<file path="config.mk">
export PLATFORM = sky130hd
export DESIGN_NAME = load_align_unit_flat
export DESIGN_NICKNAME = d
export VERILOG_FILES = /design/src/rtl/load_align_unit_if.sv /design/src/rtl/load_align_unit.sv /design/src/flat_wrapper.sv
export SDC_FILE = /design/constraint.sdc
export NUM_CORES = 1
export LEC_CHECK = 0
export CORE_MARGIN = 2
export CORE_UTILIZATION = 50
export DETAILED_ROUTE_END_ITERATION = 10
export PLACE_DENSITY = 0.93
export SLEW_MARGIN = 10
export SYNTH_ARGS = -nofsm -noshare
export SYNTH_HDL_FRONTEND = slang
export SYNTH_SLANG_ARGS = --single-unit
</file>
<file path="constraint.sdc">
create_clock -name cpu_clk -period 3.13 [get_ports cpu_clk]
set_input_delay 0.626 -clock cpu_clk [delete_from_list [all_inputs] [get_ports cpu_clk]]
set_output_delay 0.626 -clock cpu_clk [all_outputs]
set_load 0.005 [all_outputs]
</file>
<file path="src/rtl/load_align_unit_if.sv">
// Load request / memory read / response signal bundle for load_align_unit.
// The slave modport is the unit's view; the master modport is the CPU-plus-memory side.
interface load_align_unit_if;
  logic        req_valid;
  logic        req_ready;
  logic [2:0]  req_op;
  logic [31:0] req_addr;
  logic        mem_rd_en;
  logic [31:0] mem_addr;
  logic        mem_rd_ack;
  logic [31:0] mem_rdata;
  logic        rsp_valid;
  logic        rsp_ready;
  logic [31:0] rsp_data;
  logic        rsp_ale;
  logic        rsp_err;

  modport slave (
    input  req_valid, req_op, req_addr, mem_rd_ack, mem_rdata, rsp_ready,
    output req_ready, mem_rd_en, mem_addr, rsp_valid, rsp_data, rsp_ale, rsp_err
  );

  modport master (
    output req_valid, req_op, req_addr, mem_rd_ack, mem_rdata, rsp_ready,
    input  req_ready, mem_rd_en, mem_addr, rsp_valid, rsp_data, rsp_ale, rsp_err
  );
endinterface

</file>
<file path="src/rtl/load_align_unit.sv">
// Single-outstanding load unit: alignment check, word read with timeout,
// byte/half lane extraction with sign/zero extension, held response.
module load_align_unit #(
  parameter int unsigned TIMEOUT = 255
) (
  input logic           cpu_clk,
  input logic           cpu_rstn,
  load_align_unit_if.slave bus
);
  localparam logic [7:0] TO = 8'(TIMEOUT);

  typedef enum logic [1:0] {IDLE, READ, RESP} state_e;

  state_e      state_q, state_d;
  logic [2:0]  op_q, op_d;
  logic [31:0] addr_q, addr_d;
  logic [31:0] data_q, data_d;
  logic        ale_q, ale_d;
  logic        err_q, err_d;
  logic [7:0]  cnt_q, cnt_d;

  logic        bad_req;
  logic [31:0] shifted;
  logic [7:0]  byte_v;
  logic [15:0] half_v;
  logic [31:0] ext;

  // Illegal opcodes are folded into the misalign error path.
  always_comb begin
    bad_req = 1'b0;
    case (bus.req_op)
      3'd1, 3'd5:       bad_req = bus.req_addr[0];
      3'd2:             bad_req = |bus.req_addr[1:0];
      3'd3, 3'd6, 3'd7: bad_req = 1'b1;
      default:          bad_req = 1'b0;
    endcase
  end

  always_comb begin
    shifted = bus.mem_rdata >> {addr_q[1:0], 3'b000};
    byte_v  = shifted[7:0];
    half_v  = addr_q[1] ? bus.mem_rdata[31:16] : bus.mem_rdata[15:0];
    case (op_q)
      3'd0:    ext = {{24{byte_v[7]}}, byte_v};
      3'd4:    ext = {24'd0, byte_v};
      3'd1:    ext = {{16{half_v[15]}}, half_v};
      3'd5:    ext = {16'd0, half_v};
      default: ext = bus.mem_rdata;
    endcase
  end

  always_comb begin
    state_d = state_q;
    op_d    = op_q;
    addr_d  = addr_q;
    data_d  = data_q;
    ale_d   = ale_q;
    err_d   = err_q;
    cnt_d   = cnt_q;
    case (state_q)
      IDLE: if (bus.req_valid) begin
        op_d   = bus.req_op;
        addr_d = bus.req_addr;
        cnt_d  = 8'd0;
        if (bad_req) begin
          state_d = RESP;
          data_d  = 32'd0;
          ale_d   = 1'b1;
          err_d   = 1'b0;
        end else begin
          state_d = READ;
        end
      end
      READ: begin
        // An ack on the timeout cycle still delivers data.
        if (bus.mem_rd_ack) begin
          state_d = RESP;
          data_d  = ext;
          ale_d   = 1'b0;
          err_d   = 1'b0;
        end else if (cnt_q + 8'd1 == TO) begin
          state_d = RESP;
          data_d  = 32'd0;
          ale_d   = 1'b0;
          err_d   = 1'b1;
        end else begin
          cnt_d = cnt_q + 8'd1;
        end
      end
      RESP: if (bus.rsp_ready) state_d = IDLE;
      default: state_d = IDLE;
    endcase
  end

  always_ff @(posedge cpu_clk or negedge cpu_rstn) begin
    if (!cpu_rstn) begin
      state_q <= IDLE;
      op_q    <= 3'd0;
      addr_q  <= 32'd0;
      data_q  <= 32'd0;
      ale_q   <= 1'b0;
      err_q   <= 1'b0;
      cnt_q   <= 8'd0;
    end else begin
      state_q <= state_d;
      op_q    <= op_d;
      addr_q  <= addr_d;
      data_q  <= data_d;
      ale_q   <= ale_d;
      err_q   <= err_d;
      cnt_q   <= cnt_d;
    end
  end

  assign bus.req_ready = (state_q == IDLE);
  assign bus.mem_rd_en = (state_q == READ);
  assign bus.mem_addr  = bus.mem_rd_en ? {addr_q[31:2], 2'b00} : 32'd0;
  assign bus.rsp_valid = (state_q == RESP);
  assign bus.rsp_data  = bus.rsp_valid ? data_q : 32'd0;
  assign bus.rsp_ale   = bus.rsp_valid & ale_q;
  assign bus.rsp_err   = bus.rsp_valid & err_q;
endmodule

</file>
<file path="src/flat_wrapper.sv">
// flat-port wrapper written by rule: the top's interface ports become plain ports
module load_align_unit_flat 
#(
  parameter int unsigned TIMEOUT = 255
)
  (cpu_clk, cpu_rstn, bus_req_valid, bus_req_op, bus_req_addr, bus_mem_rd_ack, bus_mem_rdata, bus_rsp_ready, bus_req_ready, bus_mem_rd_en, bus_mem_addr, bus_rsp_valid, bus_rsp_data, bus_rsp_ale, bus_rsp_err);
  load_align_unit_if bus_i ();
  input logic cpu_clk;
  input logic cpu_rstn;
  input wire logic [$bits(bus_i.req_valid)-1:0] bus_req_valid;
  input wire logic [$bits(bus_i.req_op)-1:0] bus_req_op;
  input wire logic [$bits(bus_i.req_addr)-1:0] bus_req_addr;
  input wire logic [$bits(bus_i.mem_rd_ack)-1:0] bus_mem_rd_ack;
  input wire logic [$bits(bus_i.mem_rdata)-1:0] bus_mem_rdata;
  input wire logic [$bits(bus_i.rsp_ready)-1:0] bus_rsp_ready;
  output wire logic [$bits(bus_i.req_ready)-1:0] bus_req_ready;
  output wire logic [$bits(bus_i.mem_rd_en)-1:0] bus_mem_rd_en;
  output wire logic [$bits(bus_i.mem_addr)-1:0] bus_mem_addr;
  output wire logic [$bits(bus_i.rsp_valid)-1:0] bus_rsp_valid;
  output wire logic [$bits(bus_i.rsp_data)-1:0] bus_rsp_data;
  output wire logic [$bits(bus_i.rsp_ale)-1:0] bus_rsp_ale;
  output wire logic [$bits(bus_i.rsp_err)-1:0] bus_rsp_err;
  assign bus_i.req_valid = bus_req_valid;
  assign bus_i.req_op = bus_req_op;
  assign bus_i.req_addr = bus_req_addr;
  assign bus_i.mem_rd_ack = bus_mem_rd_ack;
  assign bus_i.mem_rdata = bus_mem_rdata;
  assign bus_i.rsp_ready = bus_rsp_ready;
  assign bus_req_ready = bus_i.req_ready;
  assign bus_mem_rd_en = bus_i.mem_rd_en;
  assign bus_mem_addr = bus_i.mem_addr;
  assign bus_rsp_valid = bus_i.rsp_valid;
  assign bus_rsp_data = bus_i.rsp_data;
  assign bus_rsp_ale = bus_i.rsp_ale;
  assign bus_rsp_err = bus_i.rsp_err;
  load_align_unit #(.TIMEOUT(TIMEOUT)) u_core (.cpu_clk(cpu_clk), .cpu_rstn(cpu_rstn), .bus(bus_i));
endmodule
</file>
# Word-level counts from Yosys, hierarchy flattened
# Cells that the tools add are included.
dict set report classes {
  addsub 1
  eq_ne 18
  shift 1
  mux 30
  bitwise_logic 2
  reduce_logical 10
}
# cell count
set ops {}
lappend ops {{32-bit two-way mux} 6}
lappend ops {{32-bit one-hot mux with 4 select lines} 1}
lappend ops {{32-bit one-hot mux with 2 select lines} 1}
lappend ops {{32-bit by 5-bit right shift with 8-bit output} 1}
lappend ops {{8-bit two-way mux} 3}
lappend ops {{16-bit two-way mux} 1}
lappend ops {{8-bit one-hot mux with 2 select lines} 1}
lappend ops {{3-bit == test, second input constant} 5}
lappend ops {{2-bit two-way mux} 5}
lappend ops {{8-bit by 1-bit adder with 8-bit output, second input constant} 1}
lappend ops {{8-bit == test, second input constant} 1}
lappend ops {{1-bit two-way mux} 8}
lappend ops {{2-bit inequality test, second input constant} 4}
lappend ops {{4-bit AND reduction} 2}
lappend ops {{3-bit by 1-bit == test with 1-bit output, second input constant} 2}
lappend ops {{3-bit by 2-bit == test with 1-bit output, second input constant} 2}
lappend ops {{2-bit one-hot mux with 3 select lines} 1}
lappend ops {{1-bit one-hot mux with 2 select lines} 2}
lappend ops {{2-bit OR reduction} 2}
lappend ops {{3-bit zero test} 1}
lappend ops {{3-bit inequality test, second input constant} 1}
lappend ops {{1-bit one-hot mux with 3 select lines} 1}
lappend ops {{3-bit AND reduction} 1}
lappend ops {{3-bit OR reduction} 1}
lappend ops {{7 further kinds} 8}
dict set report totals {
  register_bits 79
  elab_cells 69
}

# Longest topological paths before layout
dict set report logic_depth {
  ltp_word 6
  depth_mapped 9
}

# Least setup slack after synthesis
# Ideal clock, no wire load.
dict set report synth_timing {
  kind {input-to-reg}
  startpoint {input bus_req_addr[1]}
  endpoint {register u_core.data_q[5]}
  setup_ns 0.077
  arrival_time_ns 1.792
  t_required_ns 3.053
  setup_slack_ns 1.261
  stages 6
  path_buffers 1
  cell_sequence {nor4_1 -> nor3_1 -> o21bai_2 -> clkbuf_1 -> nor2_1 -> a21oi_1}
}
dict set report synth_via {
  elab_chain_cells 4
}
# element line
set synth_rtl {}
lappend synth_rtl {{from (decl)} flat_wrapper.sv:12} ;# input wire logic [$bits(bus_i.req_addr)-1:0] bus_req_addr;
lappend synth_rtl {{2-bit OR reduction} load_align_unit.sv:33} ;# 3'd2: bad_req = |bus.req_addr[1:0];
lappend synth_rtl {{1-bit one-hot mux with 3 select lines} load_align_unit.sv:31} ;# case (bus.req_op)
lappend synth_rtl {{2-bit by 1-bit inequality test with 1-bit output (no source line)} -}
lappend synth_rtl {{4-bit AND reduction (no source line)} -}
lappend synth_rtl {{to (signal assigned)} load_align_unit.sv:108} ;# data_q <= data_d;
lappend synth_rtl {{to (decl)} load_align_unit.sv:17} ;# logic [31:0] data_q, data_d;
# No other way between the ends.
# A chain may end at the register's enable or synchronous reset.

# Worst setup path in the final report
dict set report layout_timing {
  startpoint {register u_core.state_q[1]}
  endpoint {output bus_mem_addr[20]}
}
dict set report layout_via {
  elab_chain_cells 2
}
# element line
set layout_rtl {}
lappend layout_rtl {{from (decl)} load_align_unit.sv:14} ;# state_e state_q, state_d;
lappend layout_rtl {{from (signal assigned)} load_align_unit.sv:105} ;# state_q <= state_d;
lappend layout_rtl {{2-bit by 1-bit == test with 1-bit output} load_align_unit.sv:116} ;# assign bus.mem_rd_en = (state_q == READ);
lappend layout_rtl {{32-bit two-way mux} load_align_unit.sv:117} ;# assign bus.mem_addr = bus.mem_rd_en ? {addr_q[31:2], 2'b00} : 32'd0;
lappend layout_rtl {{to (decl)} flat_wrapper.sv:18} ;# output wire logic [$bits(bus_i.mem_addr)-1:0] bus_mem_addr;
# No other way between the ends.

==> impl_metrics.json <==
{
  "core_area_mm2": 0.008636,
  "firstDrtPassIters": 5,
  "die_h_um": 97.75,
  "max-cap-violations": 0,
  "io_buffers": 138,
  "rows": 34,
  "cp_max_fo": 32,
  "viasPerCell": 5.585,
  "ys_warn_count": 0,
  "clock_latency_ns": 0.36,
  "final_cells": 775,
  "rr_worst_depth": 8,
  "antenna_found_initial": 0,
  "syn_area_per_cell_um2": 8.183,
  "drive_gt1_share_pct": 7.496,
  "drc_errors": 0,
  "regToRegEndpoint": "u_core.data_q[16]",
  "ys_seq_elements": 79,
  "grt_max_degree": 80,
  "layout_common_cells": "nand2_1, clkdlybuf4s50_1, dfrtp_1",
  "slew_headroom_pct": 32.96,
  "route.final.wire_length_mm": 12.45,
  "post-place-cells": 759,
  "n_fill_cell": 647,
  "cts-root-buf": "clkbuf_8",
  "place_congestion": 0.9141,
  "grt_overflow": 0,
  "synth_cell_types": 52,
  "cp_slowest_cell": "clkdlybuf4s50_1",
  "crit_path_start_kind": "register",
  "fin_crit_ns": 2.865,
  "worst_pin_slew_ns": 1.006,
  "worst_slack_ns": 0.2647,
  "grt_pass1_vias": 4241,
  "cts_tree": "built",
  "grt.total_usage_pct": 26.43,
  "avgRoutedWirePerCell_um": 16.07,
  "max_freq_mhz": 349.0,
  "grt_pass1_wl_mm": 20.54,
  "power.density_mw_per_mm2": 717.2,
  "die_w_um": 97.75,
  "maxSlewViolCount": 0,
  "syn_inst": 537,
  "start_util_pct": 50.88,
  "path_class": "reg2out",
  "drtIter0Drc": 340,
  "r2r_start": "u_core.state_q[1]",
  "clockBufferDepth": 2,
  "cp.arrival_ns": 2.24,
  "hold_class": "in2async",
  "async_reset_ff_share_pct": 100.0,
  "n_antenna_cell": 0,
  "pre_cts_ws_ns": 0.4488,
  "synth-main-ff-cell": "dfrtp_1",
  "layout.nets": 736,
  "synth_edf_count": 0,
  "hpwl_mm": 9.104,
  "endpoint_kind": "output pin",
  "die-area_mm2": 0.009554,
  "pin_count": 141,
  "syn2layout_area_growth_pct": 36.73,
  "max_stage_delay_ns": 0.47,
  "crit_family": "buffers and inverters",
  "finalClockSkew_ns": 0.01461,
  "final.period_utilization_pct": 91.54,
  "rrSetupSlack_ns": 0.63,
  "numCtsBuffers": 9,
  "vias": 4328,
  "post-cts-setup-buffers": 0,
  "ys_seq_area_share_pct": 44.99,
  "fin_tns_setup_ns": 0,
  "final_util_pct": 69.57,
  "setup_viol": 0,
  "path_cells": "nand2b_1 -> clkinvlp_4 -> and2_1 -> clkdlybuf4s50_1",
  "clkTransAtPathRegs_ns": 0.08,
  "p_leak_nw": 2.623,
  "finalHoldViolCount": 0,
  "htreeDepth": 3,
  "netlist_area_mm2": 0.004394,
  "rsz0062_at_grt": "false",
  "crit_buf_inv": 2,
  "outcome": "complete, no violations",
  "worstPathRequired_ns": 2.50,
  "clock_sinks": 79,
  "ant_nets": 0,
  "vdd_ir_drop_max_mv": 0.4009
}
[where the power goes]
| part | switching (W) | total, W | internal, W | leakage (nW) |
|---|---|---|---|---|
| logic | 0.00100 | 0.00185 | 0.000843 | 1.52 |
| clock network | 0.000381 | 0.000693 | 0.000312 | 0.0788 |
| registers | 0.000336 | 0.00177 | 0.00143 | 1.03 |
[cells in the mapped netlist (3+ instances only)]
cell / number / area, um2
a211oi_1: 14 / 105.1
a21oi_1: 26 / 130.1
and2_1: 40 / 250.2
buf_2: 3 / 15.01
buf_4: 4 / 30.03
buf_6: 3 / 33.78
clkbuf_1: 23 / 86.33
dfrtp_1: 79 / 1977
inv_1: 36 / 135.1
mux2_2: 9 / 101.4
mux2i_1: 4 / 40.04
nand2_1: 137 / 514.2
nand2b_1: 3 / 18.77
nand3_1: 3 / 15.01
nor2_1: 51 / 191.4
nor2b_1: 3 / 18.77
nor3_1: 6 / 30.03
o211ai_1: 13 / 97.59
o211ai_2: 7 / 87.58
o21ai_0: 27 / 135.1
o21ai_1: 4 / 20.02
o32ai_1: 7 / 61.31
xnor2_1: 3 / 26.28
[worst reg2reg max path, stage by stage, from the launching register on]
cell and delay (ns):
dfrtp_1 0.41, nand2b_1 0.26, clkinvlp_4 0.43, buf_4 0.30, nand2_1 0.46, a221oi_2 0.07
buf_4 0.22, o21ai_0 0.12, o211ai_2 0.13
[metrics by stage]
stage	hold slack [ns]	instance area [um2]	total power, W
detailed placement	0.4613	5828	0.003612
floorplan	0.3304	4398	0.002838
global placement	0.4496	5828	0.003497
finish	0.4209	6008	0.004309
global route	0.4998	6008	0.004618
CTS	0.4714	6005	0.004307
[flip-flops by register name, indices dropped and copies added (netlist names)]
name and count:
u_core.addr_q 32, u_core.ale_q 1, u_core.cnt_q 8, u_core.data_q 32, u_core.err_q 1, u_core.op_q 3, u_core.state_q 2
[final cells by class]
type	instances	area, um2	area share, %
clock inverters	4	31.28	0.5206
well taps	108	135.1	2.249
multi-input cells	387	2115	35.19
repair buffers	147	1459	24.28
clock buffers	12	145.1	2.416
flip-flops and latches	79	1977	32.90
inverters	38	146.4	2.436
[worst max-delay path by stage]
stage,cells past startpoint,from,slack (ns),endpoint
2_1_floorplan,6,bus_req_addr[1],1.26,u_core.data_q[5]
3_3_place_gp,4,u_core.state_q[1],0.59,bus_mem_addr[20]
3_5_place_dp,8,u_core.state_q[1],0.45,u_core.data_q[25]
4_1_cts,4,u_core.state_q[1],0.13,bus_mem_addr[20]
5_1_grt,4,u_core.state_q[1],0.10,bus_mem_addr[20]
6_report,4,u_core.state_q[1],0.26,bus_mem_addr[20]
[cell families after synthesis]
group | count (synthesis) | synth area share, %
flops | 79 | 44.99
compound gates | 112 | 17.31
other cells | 1 | 0.08534
simple gates | 252 | 25.23
fa+ha+maj | 2 | 0.5694
xor+xnor | 5 | 0.9968
buf+inv | 72 | 7.090
mux | 14 | 3.730
[layer usage]
layer	wire length [um]	vias up	track usage, %
met3	1229	22	7.158
li1	-	2016	-
met2	5932	236	42.44
met5	0	-	0
met4	220	0	9.188
met1	5072	2054	34.90
[repair_timing]
item,in CTS,in global routing
setup endpoints to repair,0,2
hold buffers,0,0
resized for setup,0,1
Power figures use the tool's default switching activity.
